===== src/rtl/regfile_wb_scheduler.sv =====
// ---------------------------------------------------------------------------
// regfile_wb_scheduler
//
// Purpose:
//   Arbitrates two writeback producers (req0: decode/ALU results, req1:
//   memory/load returns) onto the single write port of the 32 x 32-bit
//   register file, through one registered stage. Also keeps a per-register
//   busy scoreboard so decode can stall reads of registers whose writeback
//   is still pending.
//
// Ports:
//   clk, rst_n                 clock, asynchronous active-low reset
//   req0_* / req1_*            producer valid/addr/data in, ready out
//   issue_valid/addr/ready     decode marks a destination register pending
//   rd0_ctrl/rd1_ctrl          decode read indices
//   rd0_hazard/rd1_hazard      busy bit of the corresponding read index
//   rf_write/rf_w_ctrl/
//   rf_w_data                  registered register file write port
//   busy_count                 number of busy bits currently set
//
// Handshake: a producer raises reqN_valid with addr/data and holds all three
// stable until reqN_ready is seen high; the transfer happens on the posedge
// where valid & ready are both high. ready never rises without its valid and
// at most one ready is high per cycle. issue_valid/issue_ready behave the
// same way for the scoreboard.
// ---------------------------------------------------------------------------
module regfile_wb_scheduler #(
  parameter int DATA_W   = 32,
  parameter int ADDR_W   = 5,
  parameter int NUM_REGS = 32
) (
  input  logic              clk,
  input  logic              rst_n,
  input  logic              req0_valid,
  input  logic [ADDR_W-1:0] req0_addr,
  input  logic [DATA_W-1:0] req0_data,
  output logic              req0_ready,
  input  logic              req1_valid,
  input  logic [ADDR_W-1:0] req1_addr,
  input  logic [DATA_W-1:0] req1_data,
  output logic              req1_ready,
  input  logic              issue_valid,
  input  logic [ADDR_W-1:0] issue_addr,
  output logic              issue_ready,
  input  logic [ADDR_W-1:0] rd0_ctrl,
  input  logic [ADDR_W-1:0] rd1_ctrl,
  output logic              rd0_hazard,
  output logic              rd1_hazard,
  output logic              rf_write,
  output logic [ADDR_W-1:0] rf_w_ctrl,
  output logic [DATA_W-1:0] rf_w_data,
  output logic [ADDR_W:0]   busy_count
);

  // last_grant_q: 0 = req0 was granted last, 1 = req1 was granted last.
  logic                last_grant_q, last_grant_d;
  logic                grant0, grant1;
  logic                rf_write_q;
  logic [ADDR_W-1:0]   rf_w_ctrl_q, rf_w_ctrl_d;
  logic [DATA_W-1:0]   rf_w_data_q, rf_w_data_d;
  logic [NUM_REGS-1:0] busy_q, busy_d;
  logic [ADDR_W:0]     busy_count_q, busy_count_d;
  logic                set_fire, clr_hit;
  logic [NUM_REGS-1:0] set_vec, clr_vec;

  // Round-robin: a sole requester always wins; on a tie the producer that
  // was not granted last wins.
  always_comb begin
    grant0 = req0_valid & (~req1_valid | last_grant_q);
    grant1 = req1_valid & (~req0_valid | ~last_grant_q);
  end

  assign req0_ready = grant0;
  assign req1_ready = grant1;

  always_comb begin
    last_grant_d = last_grant_q;
    rf_w_ctrl_d  = rf_w_ctrl_q;
    rf_w_data_d  = rf_w_data_q;
    if (grant0) begin
      last_grant_d = 1'b0;
      rf_w_ctrl_d  = req0_addr;
      rf_w_data_d  = req0_data;
    end else if (grant1) begin
      last_grant_d = 1'b1;
      rf_w_ctrl_d  = req1_addr;
      rf_w_data_d  = req1_data;
    end
  end

  // Scoreboard. A set needs the bit clear (issue_ready) and a clear only
  // counts when the bit is set, so a set and a counted clear never target
  // the same register. That makes the set-wins rule hold automatically and
  // lets busy_count move by at most one per edge.
  assign issue_ready = ~busy_q[issue_addr];
  assign set_fire    = issue_valid & issue_ready;
  assign clr_hit     = rf_write_q & busy_q[rf_w_ctrl_q];

  always_comb begin
    set_vec = '0;
    clr_vec = '0;
    if (set_fire)   set_vec[issue_addr]  = 1'b1;
    if (rf_write_q) clr_vec[rf_w_ctrl_q] = 1'b1;
    busy_d = (busy_q & ~clr_vec) | set_vec;
  end

  always_comb begin
    busy_count_d = busy_count_q;
    case ({set_fire, clr_hit})
      2'b10:   busy_count_d = busy_count_q + (ADDR_W+1)'(1);
      2'b01:   busy_count_d = busy_count_q - (ADDR_W+1)'(1);
      default: busy_count_d = busy_count_q;
    endcase
  end

  always_ff @(posedge clk or negedge rst_n) begin
    if (!rst_n) begin
      last_grant_q <= 1'b1;
      rf_write_q   <= 1'b0;
      rf_w_ctrl_q  <= '0;
      rf_w_data_q  <= '0;
      busy_q       <= '0;
      busy_count_q <= '0;
    end else begin
      last_grant_q <= last_grant_d;
      rf_write_q   <= grant0 | grant1;
      rf_w_ctrl_q  <= rf_w_ctrl_d;
      rf_w_data_q  <= rf_w_data_d;
      busy_q       <= busy_d;
      busy_count_q <= busy_count_d;
    end
  end

  // Hazards read the registered busy bits, so a hazard drops the cycle after
  // the edge that commits the write and decode sees the new file contents.
  assign rd0_hazard = busy_q[rd0_ctrl];
  assign rd1_hazard = busy_q[rd1_ctrl];

  assign rf_write   = rf_write_q;
  assign rf_w_ctrl  = rf_w_ctrl_q;
  assign rf_w_data  = rf_w_data_q;
  assign busy_count = busy_count_q;

endmodule


===== config.mk =====
export PLATFORM = sky130hd
export DESIGN_NAME = regfile_wb_scheduler
export DESIGN_NICKNAME = d
export VERILOG_FILES = /design/src/rtl/regfile_wb_scheduler.sv
export SDC_FILE = /design/constraint.sdc
export NUM_CORES = 1
export LEC_CHECK = 0
export ABC_AREA = 0
export CELL_PAD_IN_SITES_DETAIL_PLACEMENT = 2
export CELL_PAD_IN_SITES_GLOBAL_PLACEMENT = 2
export CORE_UTILIZATION = 30
export CTS_BUF_LIST = sky130_fd_sc_hd__clkbuf_8
export DETAILED_ROUTE_END_ITERATION = 10
export HOLD_SLACK_MARGIN = 0.08
export PLACE_DENSITY = 0.92
export SLEW_MARGIN = 20
export SYNTH_ARGS = -nofsm -noshare
export SYNTH_HDL_FRONTEND = slang
export SYNTH_SLANG_ARGS = --single-unit

===== constraint.sdc =====
create_clock -name clk -period 4.8 [get_ports clk]
set_input_delay 1.2 -clock clk [delete_from_list [all_inputs] [get_ports clk]]
set_output_delay 1.2 -clock clk [all_outputs]
set_load 0.02 [all_outputs]

==> metrics.cfg <==
[power_and_ir_drop]
power_switching_mw = 1.28
leakagePower_nw = 2.57
swShare_pct = 39.1
pwr-share-comb_pct = 43.5
power_frac_seq_pct = 36.8
internal_power_mw = 1.99
peakVddDrop_v = 0.000192
clockPowerShare_pct = 19.6
p_per_area_nw_per_um2 = 498

[critical_path]
arrival_ns = 4.97
worstPathCellList = clkdlybuf4s50_1 > buf_4 > mux4_1 > a22oi_2 > nand4_4 > or3_1 > ha_1 > buf_4 > ha_1 > nand2_1 > o21a_1 > o311ai_0 > xor2_1
crit_fanout = 8
rrSetupSlack_ns = 0.91
crit_path_top_delay_cell = mux4_1
reg2reg_from = rf_w_ctrl[0]
path_class = primary input to flop
slowest_delay_ns = 0.64
startpoint_type = primary input
r2r_cells = 11
end_kind = flop
crit-reg2reg-capture = busy_count[5]
cp.required_ns = 5.10

[route]
firstDrtPassIters = 4
drc_errors = 0
wirelength_um = 18400
ant_nets = 0
wl_per_cell_um = 23.7
dr_total_vias = 4524
drt_iter0_markers = 228
vias_per_cell = 5.82

[synthesis]
synth_ff_type = dfrtp_1
synth_top_cells_by_area = dfrtp_1 (41%), mux4_2 (16%), o31ai_1 (5.1%)
synth-edff-count = 0
yosys_register_bits = 77
synth_top_area_share_pct = 40.7
yosys_warnings = 0
synth_area_leader_cell = dfrtp_1
synth_nets = 551
yosysUniqueCellTypes = 46
yosysSeqAreaShare_pct = 41.3
syn_avg_cell_area_sq_um = 10.4
async_flop_share_pct = 100
synth_area_sq_um = 4670
syn_inst = 451

[cells_and_area]
areaGrowthSynthToFinish_pct = 40.6
final_cell_area_sq_um = 6570
instances_no_fill = 777
num_antenna_cells = 0
drive_gt1_share_pct = 13.1
final_nets = 684
final_util_pct = 43.2
fill_cells = 1591

[sta]
timing.hold.ws_ns = 0.510
rsz0062_at_grt = no
fmax_mhz = 214
finalSetupViolCount = 0
slew_headroom_pct = 48.2
slew_viol_final = 0
hold_viol = 0
period_share_pct = 97.3
setup_ws_ns = 0.132
min_period_ns = 4.67
tightest_slew_ns = 0.776
skew_ns = 0.00821

[die]
die_area_sq_um = 16100
die_width_um = 127
io_pins = 143
rows = 45
die_h_um = 127
start_util_pct = 30.7
core_sq_um = 15200

[clock_tree]
cts-resized-gates = 3
ctsHoldBuffers = 0
insertion_delay_ns = 0.38
clockBufferDepth = 2
cts_buffers = 9
clock-sinks = 77
htreeDepth = 3
cts_tree = built
clkSlewWorstSetupHoldPaths_ns = 0.08
cts_setup_buffers = 0
cts_root_buf = clkbuf_8

[global_route]
grt_use_met2_pct = 41.2
grt_use_total_pct = 23.7
met1_usage_pct = 27.6
grt_first_pass_wirelength_um = 28900
grt_max_degree = 78
gr-total-overflow = 0
grt.met3_usage_pct = 6.62
grt_pass1_vias = 5245
top_usage_layer = met2
antenna_found_initial = 0

[min_path]
worstHoldEndpoint = busy_count[5]
worst_hold_path_type = flop to flop
hold_depth = 1
min_from = busy_count[5]

[place]
post-place-cells = 761
portBuffers = 142
dp.final_hpwl_um = 13400
place_congestion = 0.963
placed_cell_area_sq_um = 6310
dp_slack_ns = -0.237

[run]
maxCapViolations = 0

[status]
outcome = finished, final reports clean

[cells in the final DEF, fill, tap and decap left out, drive strengths merged, types with 13 or more instances in the layout]
cell / n
a21oi: 17
buf: 16
clkdlybuf4s50: 138
dfrtp: 76
inv: 31
mux4: 36
nand2: 13
nor2: 63
o21ai: 38
o22ai: 37
o31ai: 33
[critical path: cells and delay by family]
kind                     cells  cell delay (ns)
AO/OA/AOI/OAI                3             0.89
XOR/XNOR                     1             0.19
adder cells (fa/ha/maj)      2             0.58
buffers and inverters        3             0.84
multiplexers                 1             0.64
AND/OR/NAND/NOR              3             0.62
[cell families (layout without fill, tap and decap cells)]
group	count (synthesis)	in the layout	synth area share [%]
buffers and inverters	65	203	5.79
adders and majority gates	6	6	1.77
muxes	42	42	18.9
DFF	77	77	41.3
AOI/OAI and AO/OA	148	148	20.1
xor gates and xnor gates	3	3	0.563
and+or+nand+nor	110	110	11.5
[state kept, by name, indices dropped and copies added, names as in the netlist]
name / count
busy_count: 6
busy_q: 32
rf_write: 1
rf_w_data: 32
rf_w_ctrl: 5
last_grant_q: 1
[Yosys cell counts (all sizes together), types with 11 or more instances]
master / number
inv: 30
nor2: 63
clkbuf: 24
a21oi: 17
nand2: 13
a31oi: 12
o22ai: 37
o21ai: 38
buf: 11
dfrtp: 76
mux4: 36
o31ai: 33
[layer usage]
layer,up-vias,wire length [um]
li1,1965,-
met1,2318,7080
met2,201,9310
met3,40,1550
met4,0,484
met5,-,0
[worst max-delay path by stage]
stage | startpoint | to | cells after the start
final | issue_addr[0] | busy_count[5] | 13
after global routing | issue_addr[0] | busy_count[5] | 13
after CTS | rd1_ctrl[0] | rd1_hazard | 6
after detailed placement | issue_addr[0] | busy_count[5] | 13
after global placement | rd0_ctrl[0] | rd0_hazard | 6
after floorplan | issue_addr[0] | busy_count[5] | 11
[area by class of cell]
type / count / area (sq um) / share of cell area (%)
multi-input cells: 309 / 2470 / 37.7
flip-flops and latches: 77 / 1930 / 29.4
repair buffers: 157 / 1560 / 23.7
well taps: 188 / 235 / 3.58
clock buffers: 12 / 165 / 2.52
inverters: 30 / 113 / 1.71
clock inverters: 4 / 93.8 / 1.43
[per-stage QoR]
step	power, mW	setup TNS (ns)
after floorplan	1.95	0
after global placement	2.50	-0.0310
after detailed placement	2.63	-0.534
after CTS	3.29	0
after global routing	3.45	0
final	3.27	0
[power groups by stage]
stage / Clock, mW / Sequential [mW] / Combinational (mW)
5_1_grt: 0.682 / 1.23 / 1.54
6_report: 0.643 / 1.20 / 1.42
2_1_floorplan: 0 / 1.10 / 0.859
4_1_cts: 0.659 / 1.19 / 1.44
3_5_place_dp: 0 / 1.20 / 1.43
3_3_place_gp: 0 / 1.18 / 1.32
Power figures use the tool's default switching activity.
